===== src/rtl/bit_serial_addsub_311.sv =====
// bit_serial_addsub_311: bit-serial adder/subtractor built around one time-shared 1-bit full adder.
// Latency: start accepted at edge k -> done_311 high in the cycle after edge k+WIDTH; throughput one op per WIDTH+2 cycles.
// Backpressure: none; start_311 is ignored while busy_311 is high (SHIFT/DONE) and is taken again in the next IDLE cycle.
//
// Ports:
//   clk_311     rising-edge clock for all state
//   rst_n_311   synchronous active-low reset
//   start_311   begin an operation (accepted only in IDLE)
//   sub_311     0 = a+b, 1 = a-b (sampled with start_311)
//   a_311/b_311 WIDTH-bit operands (sampled with start_311)
//   busy_311    high in SHIFT and DONE
//   done_311    single-cycle completion pulse
//   result_311  registered sum/difference, held until the next completion
//   cout_311    final carry (for subtract, 1 = no borrow)
//   ovf_311     signed overflow; real logic only when ADDSUB_OVF_EN is defined, otherwise constant 0
//
// Optional feature macro: ADDSUB_OVF_EN (signed overflow flag).

module bit_serial_addsub_311 #(
  parameter int WIDTH = 8
) (
  input  logic             clk_311,
  input  logic             rst_n_311,
  input  logic             start_311,
  input  logic             sub_311,
  input  logic [WIDTH-1:0] a_311,
  input  logic [WIDTH-1:0] b_311,
  output logic             busy_311,
  output logic             done_311,
  output logic [WIDTH-1:0] result_311,
  output logic             cout_311,
  output logic             ovf_311
);

  localparam int CW = (WIDTH > 2) ? $clog2(WIDTH) : 1;
  localparam logic [CW-1:0] LAST = CW'(WIDTH - 1);

  typedef enum logic [1:0] {
    IDLE  = 2'd0,
    SHIFT = 2'd1,
    DONE  = 2'd2
  } state_t;

  state_t state, state_nxt;

  logic [WIDTH-1:0] a_sr;
  logic [WIDTH-1:0] b_sr;
  logic [WIDTH-1:0] part;
  logic             carry;
  logic [CW-1:0]    cnt;

  logic sum_bit;
  logic cy;

  // The single shared full adder, fed by the LSBs of the operand shift registers.
  assign sum_bit = a_sr[0] ^ b_sr[0] ^ carry;
  assign cy      = (a_sr[0] & b_sr[0]) | (a_sr[0] & carry) | (b_sr[0] & carry);

  always_ff @(posedge clk_311) begin
    if (!rst_n_311) begin
      state <= IDLE;
    end else begin
      state <= state_nxt;
    end
  end

  always_comb begin
    state_nxt = state;
    busy_311  = 1'b0;
    done_311  = 1'b0;
    case (state)
      IDLE: begin
        if (start_311) begin
          state_nxt = SHIFT;
        end
      end
      SHIFT: begin
        busy_311 = 1'b1;
        if (cnt == LAST) begin
          state_nxt = DONE;
        end
      end
      DONE: begin
        busy_311  = 1'b1;
        done_311  = 1'b1;
        state_nxt = IDLE;
      end
      default: begin
        state_nxt = IDLE;
      end
    endcase
  end

  always_ff @(posedge clk_311) begin
    if (!rst_n_311) begin
      a_sr       <= '0;
      b_sr       <= '0;
      part       <= '0;
      carry      <= 1'b0;
      cnt        <= '0;
      result_311 <= '0;
      cout_311   <= 1'b0;
    end else begin
      case (state)
        IDLE: begin
          if (start_311) begin
            // Subtract is a + ~b + 1: invert B here and seed the carry with 1.
            a_sr  <= a_311;
            b_sr  <= b_311 ^ {WIDTH{sub_311}};
            carry <= sub_311;
            cnt   <= '0;
          end
        end
        SHIFT: begin
          a_sr  <= a_sr >> 1;
          b_sr  <= b_sr >> 1;
          part  <= {sum_bit, part[WIDTH-1:1]};
          carry <= cy;
          if (cnt == LAST) begin
            // The final sum bit is produced this cycle, so fold it in directly.
            result_311 <= {sum_bit, part[WIDTH-1:1]};
            cout_311   <= cy;
          end else begin
            cnt <= cnt + CW'(1);
          end
        end
        default: ;
      endcase
    end
  end

`ifdef ADDSUB_OVF_EN
  logic ovf_q;

  // In the last SHIFT cycle the carry register holds the carry into the MSB stage.
  always_ff @(posedge clk_311) begin
    if (!rst_n_311) begin
      ovf_q <= 1'b0;
    end else if (state == SHIFT && cnt == LAST) begin
      ovf_q <= carry ^ cy;
    end
  end

  assign ovf_311 = ovf_q;
`else
  assign ovf_311 = 1'b0;
`endif

endmodule


===== config.mk =====
export PLATFORM = sky130hd
export DESIGN_NAME = bit_serial_addsub_311
export DESIGN_NICKNAME = d
export VERILOG_FILES = /design/src/rtl/bit_serial_addsub_311.sv
export SDC_FILE = /design/constraint.sdc
export NUM_CORES = 1
export LEC_CHECK = 0
export BUFFER_PORTS_ARGS = -buffer_cell sky130_fd_sc_hd__buf_2
export CORE_ASPECT_RATIO = 0.8
export CORE_UTILIZATION = 50
export CTS_CLUSTER_DIAMETER = 120
export DETAILED_ROUTE_END_ITERATION = 7
export PLACE_DENSITY = 0.72
export SYNTH_ARGS = -nofsm -noshare
export SYNTH_HDL_FRONTEND = slang
export SYNTH_SLANG_ARGS = --single-unit

===== constraint.sdc =====
create_clock -name clk_311 -period 4.5 [get_ports clk_311]
set_clock_uncertainty 0.1 [all_clocks]
set_input_delay 0.675 -clock clk_311 [delete_from_list [all_inputs] [get_ports clk_311]]
set_output_delay 0.675 -clock clk_311 [all_outputs]
set_load 0.005 [all_outputs]

==> results of run 1 <==
[metal layers]
metal / wire length (µm) / vias to the layer above / global-route usage [%]
li1: - / 700 / -
met1: 1470 / 593 / 21.4
met2: 1340 / 24 / 26.4
met3: 112 / 4 / 4.49
met4: 31 / 0 / 8.00
met5: 0 / - / 0
[power by group through the flow]
stage               Combinational, W  Clock, W  Sequential (W)
floorplan                   0.000143         0        0.000383
global placement            0.000154         0        0.000386
detailed placement          0.000156         0        0.000386
CTS                         0.000157  0.000233        0.000379
global route                0.000173  0.000246        0.000382
finish                      0.000154  0.000224        0.000379
[final cells by class]
class	count	area, µm²
flip-flops and latches	38	761
well taps	42	52.6
inverters	3	11.3
clock buffers	6	82.6
repair buffers	31	158
fillers	313	1450
multi-input cells	139	976
[synthesized netlist by cell type (2+ instances only)]
library cell / number
nand2_1: 31
nor2_2: 7
nand3_1: 3
a211oi_2: 8
buf_6: 4
o2111ai_1: 7
o21ai_0: 8
xor2_1: 8
nor2b_1: 2
clkbuf_1: 3
nor2_1: 11
buf_2: 3
a21oi_1: 11
nand2b_1: 8
dfxtp_1: 38
mux2i_1: 19
inv_1: 2
buf_4: 3
ha_1: 7
[per-stage QoR]
step / power (W) / util, % / hold WS [ns] / cells / setup slack (ns)
finish: 0.000757 / 58.4 / 0.349 / 259 / 2.57
CTS: 0.000769 / 58.4 / 0.353 / 259 / 2.56
detailed placement: 0.000542 / 56.0 / 0.344 / 253 / 2.58
global placement: 0.000540 / 56.0 / 0.343 / 253 / 2.61
floorplan: 0.000525 / - / 0.331 / 194 / 2.93
global route: 0.000800 / 58.4 / 0.374 / 259 / 2.43
[critical path: stages, from the launching register on]
cell     delay, ns
dfxtp_1       0.36
inv_1         0.10
ha_1          0.29
buf_2         0.12
[cells by family (layout without fill, tap and decap cells)]
kind of cell | after synthesis | in the layout
AND/OR/NAND/NOR | 66 | 66
flip-flops | 38 | 38
AO/OA/AOI/OAI | 36 | 36
multiplexers | 20 | 20
buffers and inverters | 17 | 40
adder cells (fa/ha/maj) | 8 | 8
XOR/XNOR | 8 | 8
other | 1 | 1
[state kept, by name (all words and copies together) (netlist names)]
| name | cells |
|---|---|
| state | 2 |
| part | 7 |
| carry | 1 |
| b_sr | 8 |
| cout_311 | 1 |
| result_311 | 8 |
| a_sr | 8 |
| cnt | 3 |
[how the worst min path moves through the flow]
stage / start / depth (start not counted) / slack [ns] / end
floorplan: b_sr[1] / 2 / 0.33 / b_sr[1]
global placement: b_sr[6] / 2 / 0.34 / b_sr[6]
detailed placement: result_311[4] / 2 / 0.34 / result_311[4]
CTS: result_311[4] / 2 / 0.35 / result_311[4]
global route: result_311[4] / 2 / 0.37 / result_311[4]
finish: result_311[4] / 2 / 0.35 / result_311[4]
==> flow_summary.yaml, run 1 <==
run_status:
  status: "complete, no violations"
worst_setup_path:
  cp_max_fo: 4
  crit_required_ns: 3.72
  cp_data_arrival_time_ns: 1.15
  rr_endpoint: "a_sr[7]"
  path_class: "register to output pin"
  reg2regPathDepth: 6
  worstSetupEndpoint: "busy_311"
  endpoint_kind: "output pin"
  timing.rr.start: "state[1]"
  cp-startpoint: "state[0]"
  reg2reg_slack_ns: 2.58
  crit_path_start_kind: "register"
cts:
  clockBufferDepth: 2
  cts-buffers-inserted: 5
  hold_buffers: 0
  cts_tree: "yes"
  cts_max_level: 2
  clk_transition_reported_paths_ns: 0.07
  cts_root_buffer: "clkbuf_8"
  cts_setup_buffers: 0
  clock_latency_ns: 0.28
  cts-resized-gates: 0
  clock_sinks: 38
logic_synthesis:
  ys_top_cells_by_area: "dfxtp_1 41%, mux2i_1 10%, nand2_1 6.3%"
  syn_area_per_cell_um2: 9.57
  synth_flop_cell: "dfxtp_1"
  yosysSeqAreaShare_pct: 41.0
  synth_edf_count: 0
  synth_top_family_by_area: "simple AND/OR/NAND/NOR gates"
  async_flop_share_pct: 0
  yosys.area.top_type_share_pct: 41.0
  yosysWarnings: 0
  synth.distinct_cells: 30
  synth_mux_area_share_pct: 11.1
  synth-seq-cells: 38
  synth_fp_nets: 222
  synth_compound_area_share_pct: 14.7
  syn_inst: 194
  yosys.area_share.adder_pct: 5.80
  synth_xor_area_share_pct: 3.77
  synth_simple_gate_area_share_pct: 17.0
  yosys.area.top_type: "dfxtp_1"
  netlist_area_um2: 1860
sta:
  period_minus_slack_ns: 1.93
  fmax_ghz: 0.519
  setup_viol: 0
  tightest_slew_ns: 0.524
  slew_headroom_pct: 65.0
  tns_ns: 0
  final_hold_viol_count: 0
  rsz0062_at_grt: "no"
  period_share_pct: 42.8
  slew_violations: 0
die:
  dieArea_um2: 3960
  placementRows: 19
  ioPinCount: 32
  die_h_um: 56.5
  die_w_um: 70.1
  initial_utilization_pct: 53.1
  core_area_um2: 3490
layout:
  layout_common_cells: "38 x dfxtp_1, 31 x nand2_1, 30 x buf_2, 19 x mux2i_1"
  stdcell_area_um2: 2040
  drive_above_1_share_pct: 25.3
  finalNetCount: 246
  antenna_cells: 0
  layout_commonest_cell: "dfxtp_1"
  area_delta_synth_final_pct: 9.91
drt:
  postRouteAntennaNets: 0
  via_per_inst: 5.10
  num_vias: 1321
  wl_per_cell_um: 11.4
  drc: 0
  drtPass1Iterations: 4
  drt_iter0_drc: 81
  routed_wirelength_um: 2950
place:
  gp_congestion: 0.670
  dpl_cell_area_um2: 1960
  portBuffers: 30
  dpl.hpwl_um: 2060
power:
  pwr-share-clk_pct: 29.6
  p_sw_w: 0.000208
  seq_power_share_pct: 50.1
  p_leak_nw: 0.824
  p_comb_share_pct: 20.3
  switching_share_pct: 27.5
  peakVddDrop_mv: 0.230
  power_density_nw_per_um2: 371
  internal_power_w: 0.000549
global_route:
  antenna_found_initial: 0
  grt_pass1_wl_um: 5180
  grt_max_degree: 34
  grt_pass1_vias: 1247
  grt_remaining_overflow: 0
  track_usage_pct: 16.8
run:
  cap_violations: 0
hold_path:
  min_path_type: "register to register"
No activity file was read; power rests on OpenSTA's default activity.
==> inputs of run 2 (changes only) <==
Settings changed: ABC_AREA set to 1.
Clock period 4.5 ns to 1.98 ns, I/O delays scaled along.
==> run 2 against run 1 <==
Effect of this change: non-clock buffer count is 3 higher; design area up 4.1%; global-route usage rose by 3.5 points; sequential power is 130% higher; synthesized cell count is 41% higher; sequential share of layout area is 1.5 points lower; combinational power rose to 2.7 times the previous value; worst hold slack lost 0.14 ns; utilization increased by 2.8 points; via count up 24%; critical path depth grew 3; wire length grew 22%; critical endpoint is now result_311[0]; largest power group unchanged; highest routed layer unchanged.
==> flow_summary.yaml, run 2 <==
hold_path:
  hold_end: "a_sr[2]"
  min_path_type: "input port to register"
  hold_start: "a_311[2]"
  hold_depth: 5
drt:
  wl_per_cell_um: 10.5
  num_vias: 1633
  wl_met3_um: 152
  via_per_inst: 4.73
  drtPass1Iterations: 4
  postRouteAntennaNets: 0
  drc: 0
  dr_wl_met2_um: 1550
  wl_met1_um: 1850
  top_layer: "met4"
  drt_iter0_drc: 108
  routed_wirelength_um: 3610
cts:
  cts-resized-gates: 0
  cts_setup_buffers: 0
  clk_transition_reported_paths_ns: 0.08
  cts_max_level: 2
  cts-buffers-inserted: 5
  clockBufferDepth: 2
  clock_sinks: 38
  cts_root_buffer: "clkbuf_8"
  hold_buffers: 0
  cts_tree: "yes"
  clock_latency_ns: 0.29
layout:
  layout_commonest_cell: "nand2_1"
  finalNetCount: 330
  area_delta_synth_final_pct: 15.4
  antenna_cells: 0
  top_regs: "a_sr: 8 flops, b_sr: 8 flops, result_311: 8 flops"
  layout_common_cells: "77 x nand2_1, 69 x nor2_1, 38 x dfxtp_1, 30 x buf_2, 26 x o21ai_0"
  fin_util_pct: 61.2
  drive_above_1_share_pct: 16.2
power:
  p_sw_w: 0.000583
  peakVddDrop_mv: 0.576
  p_leak_nw: 1.07
  seq_power_share_pct: 41.8
  pwr-share-clk_pct: 38.5
  p_comb_share_pct: 19.7
  power_density_nw_per_um2: 996
  internal_power_w: 0.00153
  switching_share_pct: 27.6
die:
  ioPinCount: 32
  core_area_um2: 3470
  dieArea_um2: 3930
  die_w_um: 69.8
  placementRows: 19
  initial_utilization_pct: 53.0
  die_h_um: 56.3
sta:
  rsz0062_at_grt: "no"
  period_minus_slack_ns: 1.72
  tns_ns: 0
  setup_ws_ns: 0.264
  slew_violations: 0
  period_share_pct: 86.7
  fmax_ghz: 0.583
  setup_viol: 0
  final_hold_viol_count: 0
global_route:
  grt_max_degree: 26
  grt_remaining_overflow: 0
  track_usage_pct: 20.3
  grt_pass1_vias: 1441
  grt_pass1_wl_um: 6280
  antenna_found_initial: 0
logic_synthesis:
  ys_top_cells_by_area: "dfxtp_1 41%, nand2_1 16%, nor2_1 14%"
  yosysWarnings: 0
  synth_top_family_by_area: "simple AND/OR/NAND/NOR gates"
  synth_simple_gate_area_share_pct: 33.2
  synth-seq-cells: 38
  async_flop_share_pct: 0
  synth_mux_area_share_pct: 0
  netlist_top_cells_count: "77 x nand2_1, 69 x nor2_1, 38 x dfxtp_1"
  synth_edf_count: 0
  synth_fp_nets: 302
  post-synth-top-count-cell: "nand2_1"
  yosysSeqAreaShare_pct: 41.3
  synth_compound_area_share_pct: 10.6
  synth_xor_area_share_pct: 0
  syn_inst: 274
  yosys.area_share.adder_pct: 5.85
  yosys.area.top_type_share_pct: 41.3
  yosys.area.top_type: "dfxtp_1"
  syn_area_per_cell_um2: 6.72
  synth_flop_cell: "dfxtp_1"
  synth.distinct_cells: 22
  netlist_area_um2: 1840
worst_setup_path:
  endpoint_kind: "register"
  rr_endpoint: "result_311[0]"
  reg2regPathDepth: 6
  cp_data_arrival_time_ns: 1.85
  crit_path_start_kind: "register"
  timing.rr.start: "state[1]"
  path_class: "register to register"
  reg2reg_slack_ns: 0.26
  crit_required_ns: 2.11
  cp_max_fo: 12
  cp-startpoint: "state[1]"
run:
  cap_violations: 0
place:
  place_ws_ns: 0.331
  dpl.hpwl_um: 2400
  gp_congestion: 0.793
  portBuffers: 30
run_status:
  status: "complete, no violations"
[run 2: cell count changes after synthesis, sizes merged, moves of 3 or more]
cell,previous run,this run
nand2b,8,0
nor2,18,69
xor2,8,0
nand2,31,79
o2111ai,7,0
mux2i,19,0
nand4,0,3
o21ai,8,28
inv,3,19
a211oi,8,0
[run 2: layout make-up]
| cell class | instances | area, µm² |
|---|---|---|
| clock buffers | 6 | 82.6 |
| clock inverters | 2 | 60.1 |
| fillers | 322 | 1350 |
| inverters | 19 | 71.3 |
| multi-input cells | 204 | 917 |
| flip-flops and latches | 38 | 761 |
| well taps | 42 | 52.6 |
| repair buffers | 34 | 180 |
[run 2: critical path: stages, from the launching register on]
cell and delay (ns):
dfxtp_1 0.33, inv_1 0.13, ha_1 0.33, nand2_1 0.30, inv_2 0.24, o21ai_0 0.11
a21oi_1 0.12
[run 2: metal layers]
layer / track usage, % / vias to the layer above
li1: - / 898
met1: 27.3 / 698
met2: 31.2 / 29
met3: 4.85 / 8
met4: 8.57 / 0
met5: 0 / -
[run 2: metrics by stage]
step | instances | area (µm²) | hold WS, ns | total power (W)
floorplan | 274 | 1840 | 0.329 | 0.00124
global placement | 337 | 1980 | 0.348 | 0.00131
finish | 345 | 2120 | 0.210 | 0.00212
detailed placement | 337 | 1980 | 0.351 | 0.00132
global route | 345 | 2120 | 0.220 | 0.00224
CTS | 345 | 2120 | 0.213 | 0.00212
[run 2: power by group through the flow]
stage,combinational (W),sequential [W],clock [W]
4_1_cts,0.000423,0.000883,0.000817
6_report,0.000418,0.000883,0.000814
5_1_grt,0.000491,0.000892,0.000859
3_3_place_gp,0.000414,0.000899,0
2_1_floorplan,0.000345,0.000891,0
3_5_place_dp,0.000418,0.000899,0
[run 2: cell families after synthesis]
| family | count (synthesis) |
|---|---|
| compound gates | 39 |
| fa+ha+maj | 8 |
| buf+inv | 32 |
| flops | 38 |
| other cells | 1 |
| simple gates | 156 |
[run 2: worst max-delay path by stage]
stage,end,depth (start not counted)
finish,result_311[0],6
global placement,a_sr[5],8
floorplan,b_sr[1],7
CTS,result_311[0],6
global route,result_311[0],6
detailed placement,cnt[0],7
